[src/rtl/rv_ctrl_pkg.sv]
// ---------------------------------------------------------------------------
// rv_ctrl_pkg
// Shared definitions for the multi-cycle RV32I control path: the main
// sequencer state enum, the base opcodes the sequencer recognises, and the
// datapath mux / ALU-op / immediate-format encodings it drives.
// No ports (package).
// ---------------------------------------------------------------------------
package rv_ctrl_pkg;

   typedef enum logic [3:0] {
      ST_RESET    = 4'd0,
      ST_FETCH    = 4'd1,
      ST_DECODE   = 4'd2,
      ST_MEMADR   = 4'd3,
      ST_MEMREAD  = 4'd4,
      ST_MEMWB    = 4'd5,
      ST_MEMWRITE = 4'd6,
      ST_EXECR    = 4'd7,
      ST_EXECI    = 4'd8,
      ST_ALUWB    = 4'd9,
      ST_BRANCH   = 4'd10,
      ST_JALR     = 4'd11,
      ST_JAL      = 4'd12,
      ST_LUI      = 4'd13,
      ST_AUIPC    = 4'd14,
      ST_TRAP     = 4'd15
   } state_t;

   // Base opcodes (IR[6:0])
   localparam logic [6:0] OP_LOAD   = 7'b0000011;
   localparam logic [6:0] OP_STORE  = 7'b0100011;
   localparam logic [6:0] OP_RTYPE  = 7'b0110011;
   localparam logic [6:0] OP_ITYPE  = 7'b0010011;
   localparam logic [6:0] OP_BRANCH = 7'b1100011;
   localparam logic [6:0] OP_JAL    = 7'b1101111;
   localparam logic [6:0] OP_JALR   = 7'b1100111;
   localparam logic [6:0] OP_LUI    = 7'b0110111;
   localparam logic [6:0] OP_AUIPC  = 7'b0010111;

   // ALU A operand select
   localparam logic [1:0] SRCA_PC    = 2'b00;
   localparam logic [1:0] SRCA_OLDPC = 2'b01;
   localparam logic [1:0] SRCA_RS1   = 2'b10;

   // ALU B operand select
   localparam logic [1:0] SRCB_RS2  = 2'b00;
   localparam logic [1:0] SRCB_IMM  = 2'b01;
   localparam logic [1:0] SRCB_FOUR = 2'b10;

   // ALU operation class, expanded by the ALU decoder
   localparam logic [1:0] ALUOP_ADD     = 2'b00;
   localparam logic [1:0] ALUOP_BRANCH  = 2'b01;
   localparam logic [1:0] ALUOP_FUNCT   = 2'b10;
   localparam logic [1:0] ALUOP_PASSIMM = 2'b11;

   // Result mux select
   localparam logic [1:0] RES_ALUOUT    = 2'b00;
   localparam logic [1:0] RES_MEMDATA   = 2'b01;
   localparam logic [1:0] RES_ALURESULT = 2'b10;

   // Immediate formats
   localparam logic [2:0] IMM_I = 3'b000;
   localparam logic [2:0] IMM_S = 3'b001;
   localparam logic [2:0] IMM_B = 3'b010;
   localparam logic [2:0] IMM_J = 3'b011;
   localparam logic [2:0] IMM_U = 3'b100;

   // Immediate format implied by an opcode; anything unlisted uses I-type.
   function automatic logic [2:0] imm_src_of(input logic [6:0] op);
      logic [2:0] fmt;
      case (op)
         OP_STORE:         fmt = IMM_S;
         OP_BRANCH:        fmt = IMM_B;
         OP_JAL:           fmt = IMM_J;
         OP_LUI, OP_AUIPC: fmt = IMM_U;
         default:          fmt = IMM_I;
      endcase
      return fmt;
   endfunction

endpackage

[src/rtl/multicycle_sequencer.sv]
// ---------------------------------------------------------------------------
// multicycle_sequencer
// Main control FSM of the multi-cycle RV32I core (shared memory, shared ALU).
// Steps each instruction through fetch / decode / execute / memory /
// write-back states, issuing datapath strobes and mux selects, running the
// memory request/ready handshake, trapping on illegal opcodes and counting
// retired instructions.
//
// Ports:
//   clk, rst_n        clock (rising edge), synchronous active-low reset
//   opcode, funct3    IR[6:0], IR[14:12]
//   branch_taken      branch comparator result, used in BRANCH
//   mem_ready         memory completes the current request this cycle
//   mem_req, mem_we   memory request and write qualifier
//   adr_src           memory address select (0 PC, 1 ALUOut)
//   ir_write          load IR and OldPC
//   pc_write          load PC from the result mux
//   reg_write         register file write enable
//   alu_src_a/b       ALU operand selects
//   alu_op            ALU operation class for the ALU decoder
//   result_src        result mux select
//   imm_src           immediate format
//   halted            sticky illegal-opcode flag
//   retire            one-cycle pulse on the last cycle of an instruction
//   instret           retired-instruction count (wraps)
// ---------------------------------------------------------------------------
module multicycle_sequencer
   import rv_ctrl_pkg::*;
#(
   parameter int CNT_WIDTH = 32
) (
   input  logic                 clk,
   input  logic                 rst_n,
   input  logic [6:0]           opcode,
   input  logic [2:0]           funct3,
   input  logic                 branch_taken,
   input  logic                 mem_ready,
   output logic                 mem_req,
   output logic                 mem_we,
   output logic                 adr_src,
   output logic                 ir_write,
   output logic                 pc_write,
   output logic                 reg_write,
   output logic [1:0]           alu_src_a,
   output logic [1:0]           alu_src_b,
   output logic [1:0]           alu_op,
   output logic [1:0]           result_src,
   output logic [2:0]           imm_src,
   output logic                 halted,
   output logic                 retire,
   output logic [CNT_WIDTH-1:0] instret
);

   state_t state_r;
   state_t next_state_s;

   // funct3 is consumed by the ALU decoder and branch comparator, not here.
   logic unused_funct3_s;
   assign unused_funct3_s = ^funct3;

   // State register with synchronous reset.
   always_ff @(posedge clk) begin
      if (!rst_n) begin
         state_r <= ST_RESET;
      end else begin
         state_r <= next_state_s;
      end
   end

   // Retired-instruction counter; advances on the edge that ends an instruction.
   always_ff @(posedge clk) begin
      if (!rst_n) begin
         instret <= '0;
      end else if (retire) begin
         instret <= instret + {{(CNT_WIDTH-1){1'b0}}, 1'b1};
      end else begin
         instret <= instret;
      end
   end

   // Next-state logic.
   always_comb begin
      next_state_s = state_r;
      case (state_r)
         ST_RESET: next_state_s = ST_FETCH;
         ST_FETCH: begin
            if (mem_ready) begin
               next_state_s = ST_DECODE;
            end else begin
               next_state_s = ST_FETCH;
            end
         end
         ST_DECODE: begin
            case (opcode)
               OP_LOAD, OP_STORE: next_state_s = ST_MEMADR;
               OP_RTYPE:          next_state_s = ST_EXECR;
               OP_ITYPE:          next_state_s = ST_EXECI;
               OP_BRANCH:         next_state_s = ST_BRANCH;
               OP_JAL:            next_state_s = ST_JAL;
               OP_JALR:           next_state_s = ST_JALR;
               OP_LUI:            next_state_s = ST_LUI;
               OP_AUIPC:          next_state_s = ST_AUIPC;
               default:           next_state_s = ST_TRAP;
            endcase
         end
         ST_MEMADR: begin
            if (opcode == OP_LOAD) begin
               next_state_s = ST_MEMREAD;
            end else begin
               next_state_s = ST_MEMWRITE;
            end
         end
         ST_MEMREAD: begin
            if (mem_ready) begin
               next_state_s = ST_MEMWB;
            end else begin
               next_state_s = ST_MEMREAD;
            end
         end
         ST_MEMWRITE: begin
            if (mem_ready) begin
               next_state_s = ST_FETCH;
            end else begin
               next_state_s = ST_MEMWRITE;
            end
         end
         ST_MEMWB, ST_ALUWB, ST_BRANCH: next_state_s = ST_FETCH;
         ST_EXECR, ST_EXECI:            next_state_s = ST_ALUWB;
         // JALR computes rs1+imm into ALUOut, then shares JAL's PC update.
         ST_JALR:                       next_state_s = ST_JAL;
         ST_JAL, ST_LUI, ST_AUIPC:      next_state_s = ST_ALUWB;
         ST_TRAP:                       next_state_s = ST_TRAP;
         default:                       next_state_s = ST_RESET;
      endcase
   end

   // Output decode: Moore per state, plus the mem_ready / branch_taken gates.
   always_comb begin
      mem_req    = 1'b0;
      mem_we     = 1'b0;
      adr_src    = 1'b0;
      ir_write   = 1'b0;
      pc_write   = 1'b0;
      reg_write  = 1'b0;
      alu_src_a  = SRCA_PC;
      alu_src_b  = SRCB_RS2;
      alu_op     = ALUOP_ADD;
      result_src = RES_ALUOUT;
      imm_src    = IMM_I;
      halted     = 1'b0;
      retire     = 1'b0;
      case (state_r)
         ST_RESET: begin
            halted = 1'b0;
         end
         ST_FETCH: begin
            mem_req    = 1'b1;
            alu_src_b  = SRCB_FOUR;
            result_src = RES_ALURESULT;
            ir_write   = mem_ready;
            pc_write   = mem_ready;
         end
         ST_DECODE: begin
            // Precompute OldPC + imm as the branch/JAL target.
            alu_src_a = SRCA_OLDPC;
            alu_src_b = SRCB_IMM;
            imm_src   = imm_src_of(opcode);
         end
         ST_MEMADR: begin
            alu_src_a = SRCA_RS1;
            alu_src_b = SRCB_IMM;
            imm_src   = imm_src_of(opcode);
         end
         ST_MEMREAD: begin
            mem_req = 1'b1;
            adr_src = 1'b1;
         end
         ST_MEMWB: begin
            result_src = RES_MEMDATA;
            reg_write  = 1'b1;
            retire     = 1'b1;
         end
         ST_MEMWRITE: begin
            mem_req = 1'b1;
            mem_we  = 1'b1;
            adr_src = 1'b1;
            retire  = mem_ready;
         end
         ST_EXECR: begin
            alu_src_a = SRCA_RS1;
            alu_src_b = SRCB_RS2;
            alu_op    = ALUOP_FUNCT;
         end
         ST_EXECI: begin
            alu_src_a = SRCA_RS1;
            alu_src_b = SRCB_IMM;
            alu_op    = ALUOP_FUNCT;
         end
         ST_ALUWB: begin
            result_src = RES_ALUOUT;
            reg_write  = 1'b1;
            retire     = 1'b1;
         end
         ST_BRANCH: begin
            alu_src_a  = SRCA_RS1;
            alu_src_b  = SRCB_RS2;
            alu_op     = ALUOP_BRANCH;
            result_src = RES_ALUOUT;
            pc_write   = branch_taken;
            retire     = 1'b1;
         end
         ST_JALR: begin
            alu_src_a = SRCA_RS1;
            alu_src_b = SRCB_IMM;
         end
         ST_JAL: begin
            // PC <= ALUOut (target) while the ALU forms OldPC + 4 for rd.
            result_src = RES_ALUOUT;
            pc_write   = 1'b1;
            alu_src_a  = SRCA_OLDPC;
            alu_src_b  = SRCB_FOUR;
         end
         ST_LUI: begin
            alu_src_b = SRCB_IMM;
            alu_op    = ALUOP_PASSIMM;
            imm_src   = IMM_U;
         end
         ST_AUIPC: begin
            alu_src_a = SRCA_OLDPC;
            alu_src_b = SRCB_IMM;
            imm_src   = IMM_U;
         end
         ST_TRAP: begin
            halted = 1'b1;
         end
         default: begin
            halted = 1'b0;
         end
      endcase
   end

endmodule

[config.mk]
export PLATFORM = sky130hd
export DESIGN_NAME = multicycle_sequencer
export DESIGN_NICKNAME = d
export VERILOG_FILES = /design/src/rtl/rv_ctrl_pkg.sv /design/src/rtl/multicycle_sequencer.sv
export SDC_FILE = /design/constraint.sdc
export NUM_CORES = 1
export LEC_CHECK = 0
export BUFFER_PORTS_ARGS = -buffer_cell sky130_fd_sc_hd__buf_2
export CAP_MARGIN = 20
export CORE_MARGIN = 3
export CORE_UTILIZATION = 56
export DETAILED_ROUTE_END_ITERATION = 8
export PLACE_DENSITY = 0.86
export SYNTH_ARGS = -nofsm -noshare
export SYNTH_HDL_FRONTEND = slang
export SYNTH_SLANG_ARGS = --single-unit
[constraint.sdc]
create_clock -name clk -period 3.65 [get_ports clk]
set_input_delay 0.73 -clock clk [delete_from_list [all_inputs] [get_ports clk]]
set_output_delay 0.73 -clock clk [all_outputs]
set_load 0.01 [all_outputs]
==> impl_metrics.csv <==
group,metric,value,unit
run_status,outcome,"complete, no violations",
logic_synthesis,yosysSeqAreaShare,33.07,%
drt,drtPass1Iterations,4,
grt,grt_pass1_wl,8742,µm
cts,cts_max_level,2,
final_layout,fillers,336,
placed_design,io_buffers,61,
power_and_ir_drop,power.total,1128,µW
final_layout,regArea,720.7,µm²
die,num_rows,22,
grt,grt_use_total,24.42,%
die,ios,65,
power_and_ir_drop,netSwitchingFraction,34.83,%
sta,min_period,2.748,ns
sta,finalClockSkew,0.008331,ns
setup_path,rrSetupSlack,1.03,ns
setup_path,cp_max_fo,19,
cts,cts_sinks,36,
logic_synthesis,synth_area_leader_cell,"dfxtp_1",
logic_synthesis,synth_top_family_by_area,"simple AND/OR/NAND/NOR gates",
sta,finalSetupTns,0,ns
drt,drc_errors,0,
die,start_util,58.65,%
logic_synthesis,synth_compound_area_share,24.63,%
logic_synthesis,synth_area,2180,µm²
logic_synthesis,syn_area_per_cell,7.621,µm²
logic_synthesis,async_reset_ff_share,0,%
setup_path,max_stage_delay,0.70,ns
grt,grt_max_degree,31,
placed_design,hpwl,3836,µm
cts,cts_tree,"built",
cts,cts_resized,0,
drt,drt_iter0_drc,301,
power_and_ir_drop,leakagePower,0.001075,µW
cts,cts_made_buffers,5,
power_and_ir_drop,p_switching,392.9,µW
sta,tightest_slew,0.9394,ns
logic_synthesis,synth_nets,301,
cts,post-cts-setup-buffers,0,
cts,clk_latency,0.30,ns
job,cap_violations,0,
cts,cts.path.max_buffers,2,
final_layout,nNetsFinal,354,
setup_path,critPathSlowestCell,"dfxtp_1",
logic_synthesis,synth_xor_area_share,6.028,%
cts,cts_root_buffer,"clkbuf_8",
setup_path,end_kind,"output pin",
die,die_height,68.39,µm
power_and_ir_drop,pwr-share-clk,31.4,%
sta,maxSlewHeadroom,37.31,%
logic_synthesis,synth_area_leaders,"dfxtp_1 (33%), a21oi_1 (6.4%), nor2_1 (5.7%), xor2_1 (4.4%), nand2_1 (3.6%)",
grt,grt_pass1_vias,1915,
power_and_ir_drop,power.density,433.8,nW/µm²
die,die_w,68.39,µm
final_layout,multi_input_area,1324,µm²
final_layout,layout-drive-gt1-share,23.53,%
drt,ant_nets,0,
logic_synthesis,synthMuxAreaShare,0.9185,%
power_and_ir_drop,vdd_drop_max,0.0002696,V
logic_synthesis,netlist_top_cells_count,"dfxtp_1 (36), nor2_1 (33), a21oi_1 (28)",
setup_path,crit_type,"reg2out",
hold_path,hold_path.class,"reg2reg",
logic_synthesis,synth-seq-cells,36,
sta,period_share,75.29,%
sta,rsz0062_at_grt,"no",
sta,hold_violations,0,
sta,setup_violations,0,
die,die_area,4677,µm²
power_and_ir_drop,seq_power_share,41.3,%
logic_synthesis,synth_top_area_share,33.07,%
logic_synthesis,synthCells,286,
cts,holdBufCountCts,0,
drt,routed-via-count,2270,
sta,fmax,0.3639,GHz
final_layout,syn_to_final_growth,19.29,%
sta,finalMaxSlewViolations,0,
drt,drt-wirelength-per-cell,13.75,µm
setup_path,cp-start-kind,"flip-flop",
die,coreArea,3716,µm²
logic_synthesis,synthAdderAreaFrac,0.5741,%
drt,routed_wl,5336,µm
logic_synthesis,synth.most_common_cell,"dfxtp_1",
setup_path,cp.arrival,2.02,ns
logic_synthesis,synth_top_flop_cell,"dfxtp_1",
power_and_ir_drop,internal_power,735.1,µW
logic_synthesis,yosys_warnings,0,
power_and_ir_drop,power_frac_comb,27.3,%
cts,clk_pin_slew,0.08,ns
placed_design,gp_congestion,0.9385,
logic_synthesis,synthSimpleGateAreaFrac,28.59,%
setup_path,crit_chain,"nand2b_1, a21oi_2, buf_4, buf_2",
logic_synthesis,synth_edf_count,0,
grt,overflow,0,
setup_path,crit_required,2.92,ns
logic_synthesis,ys_types,42,
drt,viasPerCell,5.851,
grt,grt_antenna_before_repair,0,
final_layout,num_antenna_cells,0,
-- metal layers --
metal / global-route usage, % / share of wire, % / up-vias
met4: 8.437 / 1.3 / 0
met1: 32.57 / 47 / 1055
met5: 0 / 0 / -
li1: - / - / 1146
met2: 37.66 / 47 / 63
met3: 6.568 / 5.4 / 6
-- path summary, 6_finish.rpt --
kind               startpoint           to  depth (start not counted)
setup / recovery   state_r[0]    reg_write                          4
hold / removal    instret[27]  instret[27]                          2
setup reg to reg   state_r[0]  instret[28]                          5
hold reg to reg   instret[27]  instret[27]                          2
-- critical path: cells and delay by family, from the launching register on --
family / cells / cell delay, ns
flip-flops: 1 / 0.70
AO/OA/AOI/OAI: 1 / 0.35
AND/OR/NAND/NOR: 1 / 0.29
buffers and inverters: 2 / 0.37
-- logic make-up (layout without fill, tap and decap cells) --
| kind of cell | after synthesis | count (layout) |
|---|---|---|
| xor gates and xnor gates | 15 | 15 |
| AOI/OAI and AO/OA | 83 | 83 |
| buffers and inverters | 34 | 88 |
| DFF | 36 | 36 |
| adders and majority gates | 1 | 1 |
| muxes | 2 | 2 |
| and+or+nand+nor | 115 | 115 |
-- sequential cells by signal (all words and copies together) (netlist names) --
| register | count |
|---|---|
| state_r | 4 |
| instret | 32 |
-- stage by stage --
stage / cells / cell area [µm²] / utilization, % / hold slack, ns / setup WS, ns
floorplan: 286 / 2180 / - / 0.4983 / 0.9547
finish: 388 / 2600 / 69.97 / 0.4992 / 0.9017
global placement: 380 / 2489 / 66.97 / 0.4707 / 1.126
global route: 388 / 2600 / 69.97 / 0.5255 / 0.7418
CTS: 388 / 2600 / 69.97 / 0.4970 / 0.9160
detailed placement: 380 / 2489 / 66.97 / 0.4891 / 1.098
-- area by class of cell --
type | instances | share of cell area [%]
Clock buffer | 5 | 2.647
Tap cell | 48 | 2.310
Sequential cell | 36 | 27.72
Timing Repair Buffer | 63 | 12.32
Inverter | 17 | 2.454
Clock inverter | 3 | 1.636
Multi-Input combinational cell | 216 | 50.91
-- layout by cell type, fill, tap and decap left out, types with 3 or more instances in the layout --
| cell | netlist | layout |
|---|---|---|
| nand2_1 | 21 | 21 |
| dfxtp_1 | 36 | 36 |
| o21ai_0 | 14 | 14 |
| inv_1 | 17 | 17 |
| o31ai_1 | 9 | 9 |
| buf_2 | 3 | 61 |
| nor2_1 | 33 | 33 |
| xor2_1 | 11 | 11 |
| o22ai_1 | 4 | 4 |
| nor3_1 | 6 | 6 |
| o32ai_1 | 4 | 4 |
| or3_1 | 10 | 10 |
| and2_1 | 4 | 4 |
| nand3b_1 | 4 | 4 |
| nand2b_1 | 8 | 8 |
| clkbuf_8 | 0 | 5 |
| xnor2_1 | 4 | 4 |
| or4_1 | 7 | 7 |
| and3_1 | 3 | 3 |
| o211ai_1 | 5 | 5 |
| nand3_1 | 9 | 9 |
| a21oi_1 | 28 | 28 |
| nand4_2 | 3 | 3 |
| o2111ai_1 | 7 | 7 |
-- power groups by stage --
stage / Clock (µW) / Sequential (µW) / Combinational [µW]
finish: 354 / 466 / 308
global route: 377 / 473 / 348
CTS: 363 / 464 / 311
detailed placement: 0 / 473 / 309
global placement: 0 / 473 / 305
floorplan: 0 / 431 / 255
Power figures use the tool's default switching activity.
